[src/rtl/hazard_scoreboard.sv]
// D-stage hazard unit: tracks in-flight destinations and Tnew per stage,
// raises stall against Tuse, picks D-stage forward sources, gates HI/LO users.
module hazard_scoreboard #(
  parameter int STAGES    = 3,
  parameter int ADDR_W    = 5,
  parameter int T_W       = 3,
  parameter int MD_CYCLES = 5,
  parameter int SEL_W     = 2
) (
  input  logic              clk,
  input  logic              reset,
  input  logic              d_valid,
  input  logic [ADDR_W-1:0] d_rs,
  input  logic [ADDR_W-1:0] d_rt,
  input  logic [T_W-1:0]    d_tuse_rs,
  input  logic [T_W-1:0]    d_tuse_rt,
  input  logic [ADDR_W-1:0] d_wa,
  input  logic [T_W-1:0]    d_tnew,
  input  logic              d_md_start,
  input  logic              d_md_use,
  output logic              stall,
  output logic [SEL_W-1:0]  fwd_rs_sel,
  output logic [SEL_W-1:0]  fwd_rt_sel,
  output logic              md_busy
);

  localparam int CNT_W = $clog2(MD_CYCLES + 1);

  typedef struct packed {
    logic              valid;
    logic [ADDR_W-1:0] wa;
    logic [T_W-1:0]    tnew;
  } entry_t;

  entry_t            ent [STAGES];
  logic [CNT_W-1:0]  cnt;

  logic              hit_rs;
  logic              hit_rt;
  logic [T_W-1:0]    tnew_rs;
  logic [T_W-1:0]    tnew_rt;
  logic [SEL_W-1:0]  idx_rs;
  logic [SEL_W-1:0]  idx_rt;
  logic              hazard_rs;
  logic              hazard_rt;
  logic              hazard_md;
  logic              accept;

  // Scan oldest to youngest so the youngest match is written last and wins.
  always_comb begin
    hit_rs  = 1'b0;
    hit_rt  = 1'b0;
    tnew_rs = '0;
    tnew_rt = '0;
    idx_rs  = '0;
    idx_rt  = '0;
    for (int i = STAGES - 1; i >= 0; i--) begin
      if (ent[i].valid && ent[i].wa == d_rs && d_rs != '0) begin
        hit_rs  = 1'b1;
        tnew_rs = ent[i].tnew;
        idx_rs  = SEL_W'(i + 1);
      end
      if (ent[i].valid && ent[i].wa == d_rt && d_rt != '0) begin
        hit_rt  = 1'b1;
        tnew_rt = ent[i].tnew;
        idx_rt  = SEL_W'(i + 1);
      end
    end
  end

  always_comb begin
    hazard_rs = d_valid & hit_rs & (tnew_rs > d_tuse_rs);
    hazard_rt = d_valid & hit_rt & (tnew_rt > d_tuse_rt);
    md_busy   = (cnt != '0);
    hazard_md = d_valid & d_md_use & md_busy;
    stall     = hazard_rs | hazard_rt | hazard_md;
    accept    = d_valid & ~stall;
  end

  always_comb begin
    fwd_rs_sel = '0;
    fwd_rt_sel = '0;
    if (hit_rs && tnew_rs == '0) fwd_rs_sel = idx_rs;
    if (hit_rt && tnew_rt == '0) fwd_rt_sel = idx_rt;
  end

  // Stages past D never freeze; a stall only turns the E entry into a bubble.
  always_ff @(posedge clk) begin
    if (reset) begin
      for (int i = 0; i < STAGES; i++) begin
        ent[i] <= '0;
      end
    end else begin
      if (accept) begin
        ent[0].valid <= 1'b1;
        ent[0].wa    <= d_wa;
        ent[0].tnew  <= d_tnew;
      end else begin
        ent[0] <= '0;
      end
      for (int i = 1; i < STAGES; i++) begin
        ent[i].valid <= ent[i-1].valid;
        ent[i].wa    <= ent[i-1].wa;
        ent[i].tnew  <= (ent[i-1].tnew == '0) ? '0
                      : ent[i-1].tnew - T_W'(1);
      end
    end
  end

  // A stalled mult/div start must not reload the busy counter.
  always_ff @(posedge clk) begin
    if (reset) begin
      cnt <= '0;
    end else if (d_md_start && accept) begin
      cnt <= CNT_W'(MD_CYCLES);
    end else if (cnt != '0) begin
      cnt <= cnt - CNT_W'(1);
    end
  end

endmodule

[config.mk]
export PLATFORM = sky130hd
export DESIGN_NAME = hazard_scoreboard
export DESIGN_NICKNAME = d
export VERILOG_FILES = /design/src/rtl/hazard_scoreboard.sv
export SDC_FILE = /design/constraint.sdc
export NUM_CORES = 1
export LEC_CHECK = 0
export CAP_MARGIN = 20
export CORE_MARGIN = 4
export CORE_UTILIZATION = 45
export CTS_BUF_LIST = sky130_fd_sc_hd__clkbuf_8
export DETAILED_ROUTE_END_ITERATION = 10
export PLACE_DENSITY = 0.72
export SYNTH_ARGS = -nofsm -noshare
export SYNTH_HDL_FRONTEND = slang
export SYNTH_SLANG_ARGS = --single-unit
export TNS_END_PERCENT = 20
[constraint.sdc]
create_clock -name clk -period 5.8 [get_ports clk]
set_input_delay 1.74 -clock clk [delete_from_list [all_inputs] [get_ports clk]]
set_output_delay 1.74 -clock clk [all_outputs]
set_load 0.01 [all_outputs]
==> impl.org <==
** Global route
- First-pass GRT wire length :: 8.29 mm
- The number of antenna violations at the first check in global routing is 0.
- Global routing finished with a remaining overflow of 0.
- Global routing used between 10% and 20% of the available tracks.
- The via count of the first global-routing pass is 1869.
- Maximum number of pins on one net before global-route repair :: 21

** Clocking
- Number of buffers inserted during clock tree synthesis :: 5
- The clock reaches the later pin of the worst-skew pair after 0.28 ns.
- Sink Count :: 30
- CTS tree :: done
- Hold repair after CTS inserted 0 buffers.
- After clock tree synthesis, the clock-pin slew on the worst setup and hold paths is approximately 0.07 ns.
- H-tree levels :: 2
- Maximum buffer depth of the clock tree :: 2
- CTS placed an instance of clkbuf_8 at the clock tree root.

** Floorplan
- Measured along the x axis, the die boundary spans 75.4 um.
- Initial Util :: 46.6%
- Row generation in the floorplan step produced 24 rows.
- The floorplan step set the die height to 75.4 um.
- Die outline area :: around 5700 sq um
- The core region is approximately 4400 sq um.
- For this design the top-level I/O count stands at 35.

** Drt
- Length of routed met3 wiring :: between 200 and 250 um
- The first routing iteration left 143 violations.
- Wire length per cell :: between 15 and 20 um
- In this run the remaining antenna-violating nets after routing total 0.
- After detailed routing, the met2 layer carries 2.73 mm of wire.
- In the routed layout, each cell is associated on average with a via count of roughly 5.2.
- For this block, wires on met1 add up to ~2.4 mm.
- For this run, the detailed router's first-pass iteration total came to 6.
- WL final :: roughly 5.5 mm
- After detailed routing, the number of remaining DRC violations is 0.
- The detailed router placed between 1500 and 2000 vias in this run.
- Uppermost signal routing layer after detailed routing :: met4

** Timing
- Headroom to the max-slew limit :: a little under 50%
- Hold violation total from the final report :: 0
- Setup slack on the critical path of the routed design comes to -0.237 ns.
- At the pin with the least slew margin, the transition time is between 0.7 and 0.8 ns.
- Across the routed clock network, the largest skew measured is ~0.0089 ns.
- Hold_ws :: around 0.61 ns
- After layout, the worst path uses 104% of the clock period.
- Number of setup violations in the final report :: 1
- Setup repair after global routing could not meet its margin everywhere.
- The count of final max-slew check failures was 0.
- Counting I/O delays and the setup requirement, the final critical path takes approximately 6 ns.
- Derived from the worst setup path, the maximum achievable clock frequency is about 0.17 GHz.

** Synthesis
- Cell accounting for the most synthesized area :: edfxtp_1
- Sequential fraction of the synthesis area :: a little over two fifths
- In this run the cell area of the synthesized design comes to 2040 sq um.
- Total of warnings raised by yosys :: 0
- Largest cells by area after synthesis :: edfxtp_1, xnor2_1, ha_1
- Number of distinct library cells after synthesis :: 33
- Dividing the synthesized area by the synthesized cell count gives 10.2 sq um.
- Synthesized netlist cell count :: between 200 and 250
- Flip-flop and latch count after synthesis :: 30
- After synthesis, the largest area contributor takes up 39.7% of total cell area.

** Status
- Failing checks :: setup timing
- The run finished, with violations left.

** Critical path
- Cell family with most CP delay :: buffers and inverters
- Worst Setup Start Kind :: primary input
- Setup slack on the worst reg-to-reg path comes out at approximately 2.4 ns.
- STA classifies the critical path endpoint as a primary output.
- Depth of the most critical reg-to-reg path :: 15
- Data required time at the worst endpoint :: 4.06 ns
- The cell that appears most often on the critical path is buf_4.
- Worst r2r dst :: ent[0][2]
- Arrival @ worst endpoint :: around 4.3 ns
- In this run the worst path has a maximum fanout of 3.
- Critical path buffers and inverters :: 6
- The worst register-to-register path begins at ent[2][7].
- The critical path goes through buf_2, buf_4, xnor2_2, nand4_1, nor4_1, buf_4, buf_4, nand3_1, a22oi_2, inv_1, ha_2, nor2b_4, o21ai_2, a32oi_1, o31a_1, a211oi_2, nor2b_1, buf_2.
- Longest individual stage delay on the worst path :: roughly 0.32 ns
- The critical path is of the in -> out type.
- Cell with the largest stage delay on the worst path :: nor4_1

** Pwr
- The internal portion of the total power is ~450 uW.
- Switching share of power :: a little under a third
- Relative contribution of combinational cells to total power :: between 30% and 40%
- Sequential share of power :: 43.4%
- The design draws roughly 650 uW.
- Lkg Pwr :: around 1.3 nW
- VDD sags by at most between 0.2 and 0.25 mV.
- In this run the power density over the cells is 213 nW/um^2.
- Clock network fraction of total power :: between 20% and 30%
- Switching power of the nets :: about 200 uW

** Final layout
- Leaving out fill and tap cells, the most frequent cells in the layout are buf_4, edfxtp_1, conb_1, xnor2_1, clkdlybuf4s50_1.
- 0 antenna diodes ended up in the layout.
- The post-route netlist has approximately a third of its cells at a drive strength greater than 1.
- The layout has 326 filler cells.
- Area growth from synthesis to layout :: 50.6%
- The library cell used most frequently in the layout, excluding fill and tap cells, is buf_4.
- Total number of nets in the final design :: around 350

** Hold path
- Worst hold path stage count :: 1
- Hold EP :: ent[1][0]
- The path class of the tightest hold or removal check is reg -> reg.
- The worst hold path begins at ent[0][0].

** Job
- The tool flagged a number of max-cap violations equal to 0.

** Place
- Placed wire-length estimate after detailed placement :: ~3.8 mm
- Global placement routability congestion :: between 0.8 and 0.9
- Buffers on Ports :: 34
[cells in the mapped netlist (all sizes together)]
library cell and number:
a21oi 10, a211oi 1, and2 8, nor2 12
mux2i 3, nand3 5, xnor2 29, o31a 2
a2111oi 1, nand2b 1, dfxtp 3, edfxtp 27
xor2 2, a22oi 3, nand4 6, conb 1
or3 4, nor4 5, nand2 10, a311oi 1
inv 16, nor2b 16, or4 2, ha 12
nor3 6, nor4b 1, o21ai 7, a32oi 2
clkbuf 3, a41o 2
[cells by family after synthesis]
kind of cell / Yosys count / synth area share (%)
other cells: 1 / 0.183
xor+xnor: 31 / 13.3
mux: 3 / 1.47
buf+inv: 19 / 3.49
compound gates: 29 / 10.3
fa+ha+maj: 12 / 7.34
flops: 30 / 42.6
simple gates: 76 / 21.3
[area by class of cell]
class | count | area (sq um) | area share (%)
Clock buffer | 5 | 68.8 | 2.24
Inverter | 16 | 60.1 | 1.95
Sequential cell | 30 | 871 | 28.3
Timing Repair Buffer | 74 | 611 | 19.8
Tap cell | 52 | 65.1 | 2.11
Multi-Input combinational cell | 178 | 1380 | 44.9
Clock inverter | 3 | 21.3 | 0.691
[per-stage QoR]
stage,TNS (ns),utilization (%),setup slack [ns],std cells,cell area [sq um]
after floorplan,0,-,0.0319,227,2140
after global placement,-2.34,62.8,-1.04,339,2750
after detailed placement,-2.43,62.8,-1.10,339,2750
after CTS,-0.146,68.4,-0.146,355,3000
after global routing,-0.390,70.2,-0.334,358,3080
final,-0.237,70.2,-0.237,358,3080
[worst reg2reg max path, delay by kind of cell, from the launching register on]
kind	cells	cell delay [ns]
AND/OR/NAND/NOR	5	0.88
buffers and inverters	3	0.48
XOR/XNOR	1	0.21
AO/OA/AOI/OAI	5	0.99
flip-flops	1	0.44
adder cells (fa/ha/maj)	1	0.29
[state kept, by name (all words and copies together) (netlist names)]
register	count
ent	27
cnt	3
[what timing repair did]
action	in CTS	in global routing
resized for setup	75	18
pin swaps	24	25
setup endpoints to repair	5	1
buffers inserted	8	3
[power by group through the flow]
stage                     Combinational [mW]  Sequential [mW]  Clock [mW]
after detailed placement               0.185            0.287           0
after CTS                              0.193            0.283       0.175
final                                  0.200            0.284       0.170
after global placement                 0.179            0.286           0
after floorplan                        0.118            0.280           0
after global routing                   0.222            0.286       0.185
[how the worst max path moves through the flow]
| stage | start | cells past startpoint | to |
|---|---|---|---|
| 6_report | d_rt[3] | 18 | stall |
| 5_1_grt | d_rt[3] | 18 | stall |
| 4_1_cts | d_rt[2] | 14 | stall |
| 3_5_place_dp | d_rs[3] | 15 | stall |
| 3_3_place_gp | d_rs[3] | 15 | stall |
| 2_1_floorplan | d_rs[1] | 12 | stall |
[per-layer routing]
layer,vias up,track usage (%)
li1,899,-
met5,-,0
met1,858,24.8
met4,0,9.32
met2,67,32.6
met3,20,3.17
(Power assumes the default switching activity.)
